**config.mk**
```make
export PLATFORM = sky130hd
export DESIGN_NAME = vector_serializer
export DESIGN_NICKNAME = d
export VERILOG_FILES = /design/src/rtl/vector_serializer.sv
export SDC_FILE = /design/constraint.sdc
export NUM_CORES = 1
export LEC_CHECK = 0
export ABC_AREA = 1
export CORE_ASPECT_RATIO = 1.75
export CORE_MARGIN = 2
export CORE_UTILIZATION = 35
export DETAILED_ROUTE_END_ITERATION = 8
export MAX_ROUTING_LAYER = met4
export PLACE_DENSITY = 0.61
export SLEW_MARGIN = 15
export SYNTH_ARGS = -nofsm -noshare
export SYNTH_HDL_FRONTEND = slang
export SYNTH_SLANG_ARGS = --single-unit
```
**constraint.sdc**
```tcl
create_clock -name clk -period 2.05 [get_ports clk]
set_clock_uncertainty 0.15 [all_clocks]
set_input_delay 0.3075 -clock clk [delete_from_list [all_inputs] [get_ports clk]]
set_output_delay 0.3075 -clock clk [all_outputs]
set_load 0.05 [all_outputs]
```
**src/rtl/vector_serializer.sv**
```systemverilog
// vector_serializer
//   Parallel-to-serial source: accepts a packed vector of N signed WIDTH-bit
//   elements on a valid/ready load port and emits one element per cycle on a
//   valid/ready output stream, flagging the final element with out_last.
//
//   Build option: VECTOR_SERIALIZER_REVERSE_EN
//     defined     -> elements emitted N-1 down to 0, out_last at index 0
//     not defined -> elements emitted 0 up to N-1, out_last at index N-1
//
//   Ports
//     clk        in   rising-edge clock
//     rst        in   synchronous active-high reset
//     load_valid in   load_data is valid
//     load_ready out  vector accepted this cycle (combinational from out_ready)
//     load_data  in   packed vector, element i at [i*WIDTH +: WIDTH]
//     out_valid  out  out_data is valid
//     out_ready  in   consumer accepts the current element
//     out_data   out  current element (signed, passed through unmodified)
//     out_last   out  current element is the last of the vector
//     busy       out  a vector is held (STREAM state)
module vector_serializer #(
   parameter int unsigned WIDTH = 8,
   parameter int unsigned N     = 4
) (
   input  logic                    clk,
   input  logic                    rst,
   input  logic                    load_valid,
   output logic                    load_ready,
   input  logic [N*WIDTH-1:0]      load_data,
   output logic                    out_valid,
   input  logic                    out_ready,
   output logic signed [WIDTH-1:0] out_data,
   output logic                    out_last,
   output logic                    busy
);

   localparam int unsigned IW = (N > 1) ? $clog2(N) : 1;

`ifdef VECTOR_SERIALIZER_REVERSE_EN
   localparam logic [IW-1:0] FIRST_IDX = IW'(N - 1);
   localparam logic [IW-1:0] LAST_IDX  = '0;
`else
   localparam logic [IW-1:0] FIRST_IDX = '0;
   localparam logic [IW-1:0] LAST_IDX  = IW'(N - 1);
`endif

   typedef enum logic {
      IDLE   = 1'b0,
      STREAM = 1'b1
   } state_t;

   state_t                    state_q, state_d;
   logic [N*WIDTH-1:0]        buf_q, buf_d;
   logic [IW-1:0]             idx_q, idx_d;
   logic                      out_valid_q, out_valid_d;
   logic                      out_last_q, out_last_d;
   logic signed [WIDTH-1:0]   out_data_q, out_data_d;
   logic [IW-1:0]             idx_nxt;

   function automatic logic [WIDTH-1:0] elem(input logic [N*WIDTH-1:0] v,
                                             input logic [IW-1:0]      i);
      return v[i*WIDTH +: WIDTH];
   endfunction

`ifdef VECTOR_SERIALIZER_REVERSE_EN
   assign idx_nxt = idx_q - 1'b1;
`else
   assign idx_nxt = idx_q + 1'b1;
`endif

   // Outputs are registered one cycle ahead: the element that will be shown
   // next is selected here, so out_data never changes during a stall.
   always_comb begin
      state_d     = state_q;
      buf_d       = buf_q;
      idx_d       = idx_q;
      out_valid_d = out_valid_q;
      out_last_d  = out_last_q;
      out_data_d  = out_data_q;
      unique case (state_q)
         IDLE: begin
            if (load_valid) begin
               state_d     = STREAM;
               buf_d       = load_data;
               idx_d       = FIRST_IDX;
               out_valid_d = 1'b1;
               out_data_d  = elem(load_data, FIRST_IDX);
               out_last_d  = (FIRST_IDX == LAST_IDX);
            end
         end
         STREAM: begin
            if (out_ready) begin
               if (!out_last_q) begin
                  idx_d      = idx_nxt;
                  out_data_d = elem(buf_q, idx_nxt);
                  out_last_d = (idx_nxt == LAST_IDX);
               end else if (load_valid) begin
                  // Last beat accepted with a vector waiting: restart without a bubble.
                  buf_d       = load_data;
                  idx_d       = FIRST_IDX;
                  out_valid_d = 1'b1;
                  out_data_d  = elem(load_data, FIRST_IDX);
                  out_last_d  = (FIRST_IDX == LAST_IDX);
               end else begin
                  state_d     = IDLE;
                  out_valid_d = 1'b0;
                  out_last_d  = 1'b0;
               end
            end
         end
         default: begin
            state_d     = IDLE;
            out_valid_d = 1'b0;
            out_last_d  = 1'b0;
         end
      endcase
   end

   always_ff @(posedge clk) begin
      if (rst) begin
         state_q     <= IDLE;
         buf_q       <= '0;
         idx_q       <= '0;
         out_valid_q <= 1'b0;
         out_last_q  <= 1'b0;
         out_data_q  <= '0;
      end else begin
         state_q     <= state_d;
         buf_q       <= buf_d;
         idx_q       <= idx_d;
         out_valid_q <= out_valid_d;
         out_last_q  <= out_last_d;
         out_data_q  <= out_data_d;
      end
   end

   // Same-cycle path from out_ready lets a new vector follow the last beat directly.
   assign load_ready = (state_q == IDLE) | ((state_q == STREAM) & out_last_q & out_ready);
   assign busy       = (state_q == STREAM);
   assign out_valid  = out_valid_q;
   assign out_last   = out_last_q;
   assign out_data   = out_data_q;

endmodule

```
==> After elaboration in Yosys (flattened, before gate mapping) <==
Cells that the tools add are included.
{ "op_classes": {"add_sub_neg": 1, "eq_ne": 4, "shifts": 1, "n_mux": 24, "bitwise_logic": 4, "n_reduce_logical": 3} }
{ "ops": {"columns": ["cell", "n"], "rows": [
  ["32-bit 2-to-1 mux", 3],
  ["32-bit case mux with 2 select lines", 1],
  ["32-bit by 6-bit indexed part select with 8-bit output", 1],
  ["8-bit 2-to-1 mux", 3],
  ["8-bit case mux with 2 select lines", 1],
  ["1-bit 2-to-1 mux", 9],
  ["2-bit 2-to-1 mux", 3],
  ["1-bit case mux with 2 select lines", 3],
  ["2-bit inequality test (second input constant)", 2],
  ["2-bit case mux with 2 select lines", 1],
  ["2-bit AND reduction", 2],
  ["3-bit AND reduction", 1],
  ["2-bit by 1-bit adder with 2-bit output (second input constant)", 1],
  ["1-bit bitwise AND", 2],
  ["2-bit == test (second input constant)", 1],
  ["2-bit by 1-bit inequality test with 1-bit output (second input constant)", 1],
  ["1-bit NOT", 1],
  ["1-bit bitwise OR", 1]
]} }
{ "word_totals": {"register_bits": 45, "input_bits": 36, "out_inout_bits": 12, "elab_cells": 43} }

==> Longest topological paths before layout <==
{ "logic_depth": {"word_depth": 5, "mapped_depth": 9, "depth_no_buf": 8} }

==> Worst setup path before layout <==
Ideal clock, no wire load.
{ "synth_timing": {"kind": "register -> register", "from": "register out_last_q, in the netlist out_last", "to": "register buf_q[16]", "setup_ns": 0.119, "arrival_ns": 1.552, "slack_ns": 0.229, "stages_incl_launch_ff": 9, "period_less_slack_ns": 1.821, "path_cell_list": "dfxtp_1 -> inv_1 -> nand2_1 -> nand2_4 -> inv_4 -> nand2_4 -> buf_4 -> o21ai_0 -> a21oi_1"} }
{ "synth_via": {"elab_chain_cells": 2} }
{ "synth_rtl": {"columns": ["element", "line", "source"], "rows": [
  ["start: declaration", "56", "logic out_last_q, out_last_d;"],
  ["start signal: assignment", "132", "out_last_q <= out_last_d;"],
  ["2-bit by 1-bit inequality test with 1-bit output (no line)", null, null],
  ["2-bit AND reduction (no line)", null, null],
  ["end signal: assignment", "129", "buf_q <= buf_d;"],
  ["end: declaration", "53", "logic [N*WIDTH-1:0] buf_q, buf_d;"]
]} }
No other way between the ends.
A chain may end at the register's enable or synchronous reset.

==> Final worst setup path <==
{ "layout_timing": {"from": "register out_data_q[0], in the netlist out_data[0]", "to": "output out_data[0]"} }
{ "layout_rtl": {"columns": ["element", "line", "source"], "rows": [
  ["start: declaration", "57", "logic signed [WIDTH-1:0] out_data_q, out_data_d;"],
  ["start signal: assignment", "133", "out_data_q <= out_data_d;"],
  ["end: declaration", "32", "output logic signed [WIDTH-1:0] out_data,"]
]} }
No word-level cell between the ends.

==> out/results.tsv <==
metric	value	unit
status	complete, no violations	
multi-input logic area	983.4	um^2
Synth Area in Compound Gates	22.20	%
Global Route met3 Usage	2.646	%
worst path bufs/invs	1	
Synth Cell Area	2097	um^2
GR met1 Demand/Resource	19.88	%
number of synthesized flops with an enable pin	0	
Final Instance Count excl. Fillers	411	
Avg Cell Area, Syn	7.307	um^2
Post-DP Area	2634	um^2
Max-slew headroom	65.19	%
Sum Neg Setup Slack	0	ps
cell depth of the worst flop-to-flop path	7	
TritonCTS Buffers	5	
FF+latch count, synth	45	
Max stage delay cell, worst path	clkdlybuf4s50_1	
share of synthesized registers carrying an async set or reset	0	%
fin nets	370	
Root Buffer	clkbuf_8	
WL/cell	12.42	um
Critical Path Stages	1	
number of global-route vias before repair	1829	
largest family of logic cells by synthesized area	simple AND/OR/NAND/NOR gates	
Leak	1.068	nW
Worst Setup End Kind	primary output	
Worst-Margin Slew	521.6	ps
Worst R2R End	out_data[7]	
drt pass-1 iters	5	
DRT antenna net count	0	
I/O pins	48	
GRT Overall Usage	17.10	%
sw power	0.5758	mW
largest stage delay on the critical path	810	ps
Power Dens Cells	720.3	nW/um^2
Tcrit/Tclk final	94.68	%
GR peak layer	met2	
GRT met2 Usage	28.88	%
setup ws final	109.0	ps
antenna violations before repair	0	
Pint	1.384	mW
pre-CTS WS	108.7	ps
Initial Util	35.95	%
post-synthesis sequential area ratio	42.96	%
HPWL Detailed	3748	um
Synth area leaders	dfxtp_1 43%, nand2_1 13%, a21oi_1 11%	
clock-pin slew on the worst setup and hold paths	90	ps
CP max FO	3	
area grow syn2layout	29.71	%
crit path kind	reg -> out	
worst endpoint required time	1590	ps
die area	6651	um^2
Syn Inst Count	287	
Ys Warns	0	
part of the power in registers	49.1	%
Overflow after GRT	0	
top cells by count, synth	73 x nand2_1, 48 x a21oi_1, 45 x dfxtp_1, 28 x o21ai_0, 26 x inv_1	
worst hold path class	reg -> reg	
CTS tree	yes	
Hold Worst Slack	300.3	ps
final core occ	46.63	%
Remaining DRCs	0	
sink of the worst hold path	buf_q[26]	
FP Rows	37	
area leader, netlist	dfxtp_1	
setup violators final	0	
Sink Count	45	
combinational power share	22.6	%
count leader, synth	nand2_1	
dpl cells	404	
Post-Synth Simple-Gate Area	23.69	%
Placer Congestion	0.8121	
post-synthesis mux area share	0	%
postcts setup bufs	0	
sw frac	29.39	%
flip-flop and latch area	900.9	um^2
Clock power frac	28.3	%
Main synth FF type	dfxtp_1	
worst-path cell chain	clkdlybuf4s50_1	
critical path arrival	1480	ps
die width	62.51	um
final WL	5103	um
Synth top area share	42.96	%
post-layout min period	1941	ps
Final Cell Area	2720	um^2
cell family with most CP delay	buffers and inverters	
post-synthesis net count	324	
Synth cell types	24	
hold_sp	buf_q[26]	
Starting DRT DRC Count	119	
layout cells sized above 1	12.31	%
via count	1948	
Worst-Skew Late Latency	300	ps
die height	106.4	um
first-pass GRT wire length	8776	um
Avg Vias per Cell	4.740	
cts repair resizes	0	
Max Clk Rate	515.2	MHz
maximum clock path buffer count	2	
largest net degree at the start of global routing	28	
worst hold path cell count	2	
setup slack, reg-to-reg	240	ps
VDD IR max	0.2742	mV
Ant. Diodes	0	
Port Buffers	47	
XOR/XNOR Fraction of Synth Area	0.4177	%
hold buffer count at cts	0	
adder-cell share of the synthesized area	0.5967	%
Max Cap Viol	0	
Core ar.	5833	um^2
max-slew violations	0	
final-report hold violation count	0	
total chip power	1.959	mW
H-tree levels	2	
CP startpoint kind	flop	
worst reg2reg startpoint	idx_q[0]	
fill count	628	
RSZ-0062 raised after global routing	false	
[registers in the layout, summed over array words and instances (netlist names)]
register and cells:
buf_q 32, out_data 8, idx_q 2, busy 1, out_last 1, out_valid 1
[cell type report]
class | count | area share [%]
Timing Repair Buffer | 55 | 19.69
Tap cell | 78 | 3.588
Sequential cell | 45 | 33.12
Inverter | 29 | 4.278
Multi-Input combinational cell | 197 | 36.15
Clock buffer | 7 | 3.174
[cell families (layout without fill, tap and decap cells)]
kind of cell	after synthesis	count (layout)
xor gates and xnor gates	1	1
buffers and inverters	45	91
AOI/OAI and AO/OA	86	86
adders and majority gates	1	1
and+or+nand+nor	109	109
DFF	45	45
[per-layer routing]
metal / share of wire [%] / vias up
met4: 2.9 / 0
met2: 51 / 48
met3: 3.8 / 11
li1: - / 1024
met1: 42 / 865
met5: 0 / -
[how the worst max path moves through the flow]
stage | end | slack [ps] | startpoint
floorplan | buf_q[16] | 230 | out_last
global placement | buf_q[1] | 140 | out_ready
detailed placement | buf_q[1] | 110 | out_ready
CTS | out_data[0] | 90 | out_data[0]
global route | out_data[7] | 30 | idx_q[0]
finish | out_data[0] | 110 | out_data[0]
[power by group through the flow]
stage               combinational (mW)  sequential [mW]  clock (mW)
finish                           0.442            0.962       0.555
detailed placement               0.446            0.983           0
floorplan                        0.230             1.03           0
CTS                              0.447            0.963       0.573
global route                     0.491            0.970       0.602
global placement                 0.442            0.982           0
[cells in the final DEF (no fill, tap or decap), drive strengths merged, types with 4 or more instances in the layout]
cell type	netlist	routed
buf	12	11
nor2	4	4
nand3	18	18
inv	28	28
clkbuf	4	7
dfxtp	45	45
o21ai	28	28
nand2	84	84
clkdlybuf4s50	0	44
a21oi	56	56
No activity file was read; power rests on OpenSTA's default activity.
